`src/rtl/rvfi_commit_sequencer.sv`:
```
// rvfi_commit_sequencer
// Merges the retirement streams of two commit lanes into one strictly
// in-order RVFI commit stream. Each lane is buffered in a small circular
// FIFO; one record per cycle is released in ascending order sequence.
// Duplicate heads, stale heads and a stall timeout are latched as faults.
module rvfi_commit_sequencer #(
    parameter int DEPTH     = 4,
    parameter int PAYLOAD_W = 311,
    parameter int TIMEOUT   = 256
) (
    input  logic                   clk,
    input  logic                   rst,
    input  logic [1:0]             in_valid,
    output logic [1:0]             in_ready,
    input  logic [127:0]           in_order,
    input  logic [2*PAYLOAD_W-1:0] in_payload,
    output logic                   out_valid,
    output logic [63:0]            out_order,
    output logic [PAYLOAD_W-1:0]   out_payload,
    output logic                   error,
    output logic [1:0]             err_code
);

    localparam int AW = $clog2(DEPTH);
    localparam int SW = $clog2(TIMEOUT + 1);

    typedef enum logic {
        ST_RUN   = 1'b0,
        ST_ERROR = 1'b1
    } state_t;

    state_t state_reg, state_next;

    logic [1:0]                  full;
    logic [1:0]                  empty;
    logic [1:0]                  push;
    logic [1:0]                  pop;
    logic [1:0][63:0]            head_order;
    logic [1:0][PAYLOAD_W-1:0]   head_payload;

    logic [63:0]                 next_order_reg;
    logic [SW-1:0]               stall_reg;

    logic                        out_valid_reg;
    logic [63:0]                 out_order_reg;
    logic [PAYLOAD_W-1:0]        out_payload_reg;
    logic [1:0]                  err_code_reg;

    // Selection results
    logic [1:0]                  match;
    logic [1:0]                  older;
    logic                        dup_fault;
    logic                        stale_fault;
    logic                        timeout_fault;
    logic                        any_fault;
    logic                        rel_fire;
    logic                        sel_lane;
    logic [1:0]                  fault_code;

    genvar gi;
    generate
        for (gi = 0; gi < 2; gi++) begin : g_lane
            logic [63:0]          order_mem   [DEPTH];
            logic [PAYLOAD_W-1:0] payload_mem [DEPTH];
            logic [AW:0]          wr_ptr_reg;
            logic [AW:0]          rd_ptr_reg;

            // Extra pointer bit distinguishes full from empty
            assign full[gi]  = (wr_ptr_reg[AW] != rd_ptr_reg[AW]) &&
                               (wr_ptr_reg[AW-1:0] == rd_ptr_reg[AW-1:0]);
            assign empty[gi] = (wr_ptr_reg == rd_ptr_reg);

            // A full FIFO refuses even when popped this cycle
            assign in_ready[gi] = !full[gi] && (state_reg == ST_RUN) && !rst;
            assign push[gi]     = in_valid[gi] && in_ready[gi];

            assign head_order[gi]   = order_mem[rd_ptr_reg[AW-1:0]];
            assign head_payload[gi] = payload_mem[rd_ptr_reg[AW-1:0]];

            // Pointer update; push and pop may both happen in one cycle
            always_ff @(posedge clk) begin
                if (rst) begin
                    wr_ptr_reg <= '0;
                    rd_ptr_reg <= '0;
                end else begin
                    if (push[gi]) wr_ptr_reg <= wr_ptr_reg + 1'b1;
                    if (pop[gi])  rd_ptr_reg <= rd_ptr_reg + 1'b1;
                end
            end

            // Storage write; contents need no reset since pointers gate use
            always_ff @(posedge clk) begin
                if (push[gi]) begin
                    order_mem[wr_ptr_reg[AW-1:0]]   <= in_order[64*gi +: 64];
                    payload_mem[wr_ptr_reg[AW-1:0]] <= in_payload[PAYLOAD_W*gi +: PAYLOAD_W];
                end
            end
        end
    endgenerate

    // Head comparison, fault detection and release selection
    always_comb begin
        match         = 2'b00;
        older         = 2'b00;
        dup_fault     = 1'b0;
        stale_fault   = 1'b0;
        timeout_fault = 1'b0;
        rel_fire      = 1'b0;
        sel_lane      = 1'b0;
        pop           = 2'b00;
        fault_code    = 2'b00;
        for (int i = 0; i < 2; i++) begin
            match[i] = !empty[i] && (head_order[i] == next_order_reg);
            older[i] = !empty[i] && (head_order[i] <  next_order_reg);
        end
        if (state_reg == ST_RUN) begin
            dup_fault   = &match;
            stale_fault = (|older) && !dup_fault;
            // A stale head blocks release even if the other head matches
            rel_fire    = (match[0] ^ match[1]) && !stale_fault;
            sel_lane    = match[1];
            // Counter is about to reach TIMEOUT on this edge
            timeout_fault = !rel_fire && !(&empty) &&
                            (stall_reg == SW'(TIMEOUT - 1));
            if (rel_fire) pop = match;
        end
        any_fault = dup_fault || stale_fault || timeout_fault;
        if (dup_fault)          fault_code = 2'b01;
        else if (stale_fault)   fault_code = 2'b10;
        else if (timeout_fault) fault_code = 2'b11;
    end

    // Two-state control: RUN until the first fault, then hold ERROR
    always_comb begin
        state_next = state_reg;
        if (state_reg == ST_RUN && any_fault) state_next = ST_ERROR;
    end

    // State register
    always_ff @(posedge clk) begin
        if (rst) state_reg <= ST_RUN;
        else     state_reg <= state_next;
    end

    // Expected order counter, wraps naturally at 2^64
    always_ff @(posedge clk) begin
        if (rst)           next_order_reg <= '0;
        else if (rel_fire) next_order_reg <= next_order_reg + 64'd1;
    end

    // Stall counter: frozen in ERROR, saturates at TIMEOUT
    always_ff @(posedge clk) begin
        if (rst) begin
            stall_reg <= '0;
        end else if (state_reg == ST_RUN) begin
            if (rel_fire || (&empty))
                stall_reg <= '0;
            else if (stall_reg != SW'(TIMEOUT))
                stall_reg <= stall_reg + 1'b1;
        end
    end

    // Registered release outputs; data holds when nothing is released
    always_ff @(posedge clk) begin
        if (rst) begin
            out_valid_reg   <= 1'b0;
            out_order_reg   <= '0;
            out_payload_reg <= '0;
        end else begin
            out_valid_reg <= rel_fire;
            if (rel_fire) begin
                out_order_reg   <= head_order[sel_lane];
                out_payload_reg <= head_payload[sel_lane];
            end
        end
    end

    // First fault cause; later faults cannot occur once in ERROR
    always_ff @(posedge clk) begin
        if (rst)            err_code_reg <= 2'b00;
        else if (any_fault) err_code_reg <= fault_code;
    end

    assign out_valid   = out_valid_reg;
    assign out_order   = out_order_reg;
    assign out_payload = out_payload_reg;
    assign err_code    = err_code_reg;
    assign error       = (state_reg == ST_ERROR);

endmodule

```
`config.mk`:
```
export PLATFORM = sky130hd
export DESIGN_NAME = rvfi_commit_sequencer
export DESIGN_NICKNAME = d
export VERILOG_FILES = /design/src/rtl/rvfi_commit_sequencer.sv
export SDC_FILE = /design/constraint.sdc
export NUM_CORES = 2
export LEC_CHECK = 0
export BUFFER_PORTS_ARGS = -buffer_cell sky130_fd_sc_hd__buf_2
export CORE_ASPECT_RATIO = 0.9
export CORE_MARGIN = 2
export CORE_UTILIZATION = 59
export CTS_CLUSTER_SIZE = 30
export DETAILED_ROUTE_END_ITERATION = 10
export GPL_TIMING_DRIVEN = 1
export PLACE_DENSITY = 0.87
export SKIP_CTS_REPAIR_TIMING = 1
export SLEW_MARGIN = 20
export SYNTH_ARGS = -nofsm -noshare
export SYNTH_HDL_FRONTEND = slang
export SYNTH_SLANG_ARGS = --single-unit
```
`constraint.sdc`:
```
create_clock -name clk -period 14.1 [get_ports clk]
set_input_delay 2.82 -clock clk [delete_from_list [all_inputs] [get_ports clk]]
set_output_delay 2.82 -clock clk [all_outputs]
set_load 0.05 [all_outputs]
```
==> Flow_metrics.wiki <==
{| class="wikitable"
! Metric !! Value
|-
| Top-Level Pins || 1,135
|-
| Synthesized-area fraction occupied by ao, oa, aoi and oai cells || 3.248%
|-
| Core footprint || 221,800 sq um
|-
| Cell count of the worst hold path || 1
|-
| Effective utilization at floorplan || 59.32%
|-
| Setup crit start kind || register
|-
| Proportion of synthesized area in mux cells || 15.80%
|-
| End point of the worst hold path || stall_reg[8]
|-
| Cells after synthesis || 6,528
|-
| Top cells by area in the synthesized netlist || edfxtp_1, mux4_2, dfxtp_1, mux2i_1, a211oi_1
|-
| Slowest cell on the critical path || buf_4
|-
| Port-buffer cells || 1,134
|-
| Worst-path maximum fanout || 115
|-
| Most frequently used flop master after synthesis || edfxtp_1
|-
| Worst VDD drop || 0.1794 mV
|-
| Data arrival time at the worst-slack endpoint || 9770 ps
|-
| Maximum number of pins on one net before global-route repair || 206
|-
| Top-count cell post-synth || edfxtp_1
|-
| Actual slew at the worst max-slew pin || 1472 ps
|-
| First-pass detailed-route iteration total || 7
|-
| Hold crit path type || reg2reg
|-
| TritonCTS clock tree || yes
|-
| Layout Skew || 130.3 ps
|-
| Via-per-instance ratio || 6.758
|-
| Start-to-end type of the worst setup path || reg2reg
|-
| Share of synthesized cell area in full adder, half adder and majority cells || 1.360%
|-
| TritonCTS Sinks || 3,468
|-
| Clock Pin Slew Worst Setup and Hold Paths || 60 ps
|-
| Max-slew headroom at the worst pin || 1.856%
|-
| Part of the Yosys area used for sequential elements || 75.59%
|-
| Setup TNS Final || 0 ps
|-
| Capture instance of the worst register-to-register path || out_payload[5]
|-
| Detail-routed net length per standard cell || 35.21 um
|-
| EDFF count, synth || 3,000
|-
| Final slew viol count || 0
|-
| Detailed placer's ending HPWL || 222,500 um
|-
| Endpoint kind of the worst setup timing path || register
|-
| DRC Markers || 0
|-
| Share of synthesized cell area in and, or, nand and nor gates || 2.412%
|-
| Unique masters post-synth || 73
|-
| Max-capacitance violation count || 0
|-
| Startpoint of the tightest hold check path || stall_reg[8]
|-
| Post-synthesis cell type with the largest combined area || edfxtp_1
|-
| Critical path, cell by cell || buf_4 -> buf_12 -> mux4_2 -> ha_1 -> nand4_1 -> nor2_1 -> nand4_1 -> nor4_1 -> ha_1 -> inv_1 -> a21oi_4 -> buf_4 -> buf_4 -> nor2_1 -> a211oi_1
|-
| Cell seen most often among critical-path stages || buf_4
|-
| First-pass GRT wire length || 540,100 um
|-
| Core utilization of the finished layout || 68.58%
|-
| Crit-path leading delay family || buffers and inverters
|-
| Power consumption || 21.32 mW
|-
| Slowest cell delay on critical path || 940 ps
|-
| Number of H-tree levels || 5
|-
| RSZ-0062 raised after global routing || no
|-
| Residual overflow from global routing || 0
|-
| Area growth syn-to-layout || 15.61%
|-
| Routed via count || 75.98k
|-
| Synthesized cell area || 131,600 sq um
|-
| Highest achievable clock rate || 111.5 MHz
|-
| Number of cells in the design after placement || 10.38k
|-
| Portion of synthesized cell area occupied by the leading cell type || 68.47%
|-
| Chip Height || 452.0 um
|-
| Count of non-filler cells in the finished layout || 11.24k
|-
| Share of final-layout standard cells stronger than drive strength 1 || 31.43%
|-
| Cts bufs inserted || 339
|-
| Synth Net Count || 7,425
|-
| Number of placement rows || 164
|-
| Die Outline Area || 226,800 sq um
|-
| CP required || 14,900 ps
|-
| Overall track demand over capacity in global routing || 33.36%
|-
| Minimum clock period || 8969 ps
|-
| Synth Area in XOR/XNOR || 0.1797%
|-
| Antenna Nets Post-Route || 0
|-
| Root buffer selected by CTS || clkbuf_16
|-
| CTS Buffer Depth || 4
|-
| Width of the die || 501.8 um
|-
| Flip-flop count of the largest register, all copies and words added || 2,488
|-
| R2r worst-path depth || 15
|-
| Result of the run || complete, no violations
|-
| Vias in the first global route || 75.69k
|-
| Sum of routed wire length over all layers || 395,800 um
|-
| Number of antenna violations at the first check in global routing || 289
|-
| Setup slack on the worst flop-to-flop path || 5130 ps
|-
| RD Place Congestion || 0.9120
|-
| Count of endpoints failing setup in the final report || 0
|-
| Tcrit/Tclk final || 63.61%
|-
| Clock latency on the worst-skew pair || 990 ps
|-
| Top cells by count, synth || edfxtp_1, mux4_2, dfxtp_1
|-
| Number of warning messages in the yosys log || 0
|-
| Buffers and inverters on the worst path || 5
|-
| Synthesis-stage register bit count || 3,468
|-
| Async set-reset flop share out of synthesis || 0%
|-
| Standby leakage power || 48.54 nW
|-
| Detailed Route Iter0 Violations || 11.70k
|-
| Mean area per synthesized cell || 20.16 sq um
|-
| Main combinational cell family by area after synthesis || multiplexers
|-
| Number of filler cells placed in the layout || 12.65k
|-
| Number of nets in the final layout || 8,629
|-
| Cell Pwr Density || 140.2 nW/um^2
|-
| Final count of hold timing violations || 0
|}
-- cells in the final DEF (no fill, tap or decap), drive strengths merged, types with 25 or more instances in the layout --
cell    count
edfxtp   3000
buf      1223
mux4      750
dfxtp     468
clkbuf    448
nor2      442
a211oi    383
mux2i     379
diode     260
ha        143
clkinv    105
a21oi      90
inv        82
nand2      76
o21ai      42
nand3      41
nand4      35
bufinv     31
or3        25
-- routing by layer --
metal  wire length, um  global-route usage [%]  share of wire (%)
met1            121700                   39.62                 31
met2            188700                   52.03                 48
met3             45600                   8.313                 12
met4             39320                   27.42                9.9
met5               468                       0               0.12
-- cell type report --
type	count	area (sq um)	share of cell area (%)
clock inverter	156	1705	1.121
timing repair buffer	1223	6673	4.386
inverter	76	285.3	0.1875
sequential	3468	99470	65.39
clock buffer	448	9265	6.091
tap	2988	3739	2.458
antenna	260	650.6	0.4277
multi-input combinational	2624	30330	19.94
-- where the power goes --
group	total (mW)	switching, mW	internal, mW
clock network	9.15	3.94	5.21
logic	0.726	0.474	0.252
registers	11.4	0.0700	11.4
-- through the flow --
stage                     worst slack, ps  hold WS (ps)  instance area, sq um
after floorplan                     266.4         432.3                131600
after global placement               5673         446.6                140400
after detailed placement             5283         448.3                140400
after CTS                            5127         468.1                151400
after global routing                 4556         491.5                152000
final                                5131         468.1                152100
-- how the worst max path moves through the flow --
stage	startpoint	endpoint	slack (ps)	cells past startpoint
floorplan	rst	g_lane[0].order_mem[3][0]	270	3
global placement	register	out_payload[299]	5670	15
detailed placement	register	out_payload[124]	5280	15
CTS	register	out_payload[5]	5130	15
global route	register	out_payload[5]	4560	15
finish	register	out_payload[5]	5130	15
-- worst reg2reg max path: stages (launching register included) --
cell	delay, ps
dfxtp_4	930
buf_4	860
buf_12	810
mux4_2	530
ha_1	330
nand4_1	200
nor2_1	210
nand4_1	240
nor4_1	530
ha_1	770
inv_1	320
a21oi_4	650
buf_4	830
buf_4	1020
nor2_1	210
a211oi_1	390
-- logic make-up (layout without fill, tap and decap cells) --
logic type | count (synthesis) | count (layout)
AO/OA/AOI/OAI | 603 | 603
XOR/XNOR | 27 | 27
adder cells (fa/ha/maj) | 143 | 143
buffers and inverters | 436 | 1903
flip-flops | 3468 | 3468
multiplexers | 1138 | 1138
other | 0 | 260
AND/OR/NAND/NOR | 713 | 713
Power figures use the tool's default switching activity.
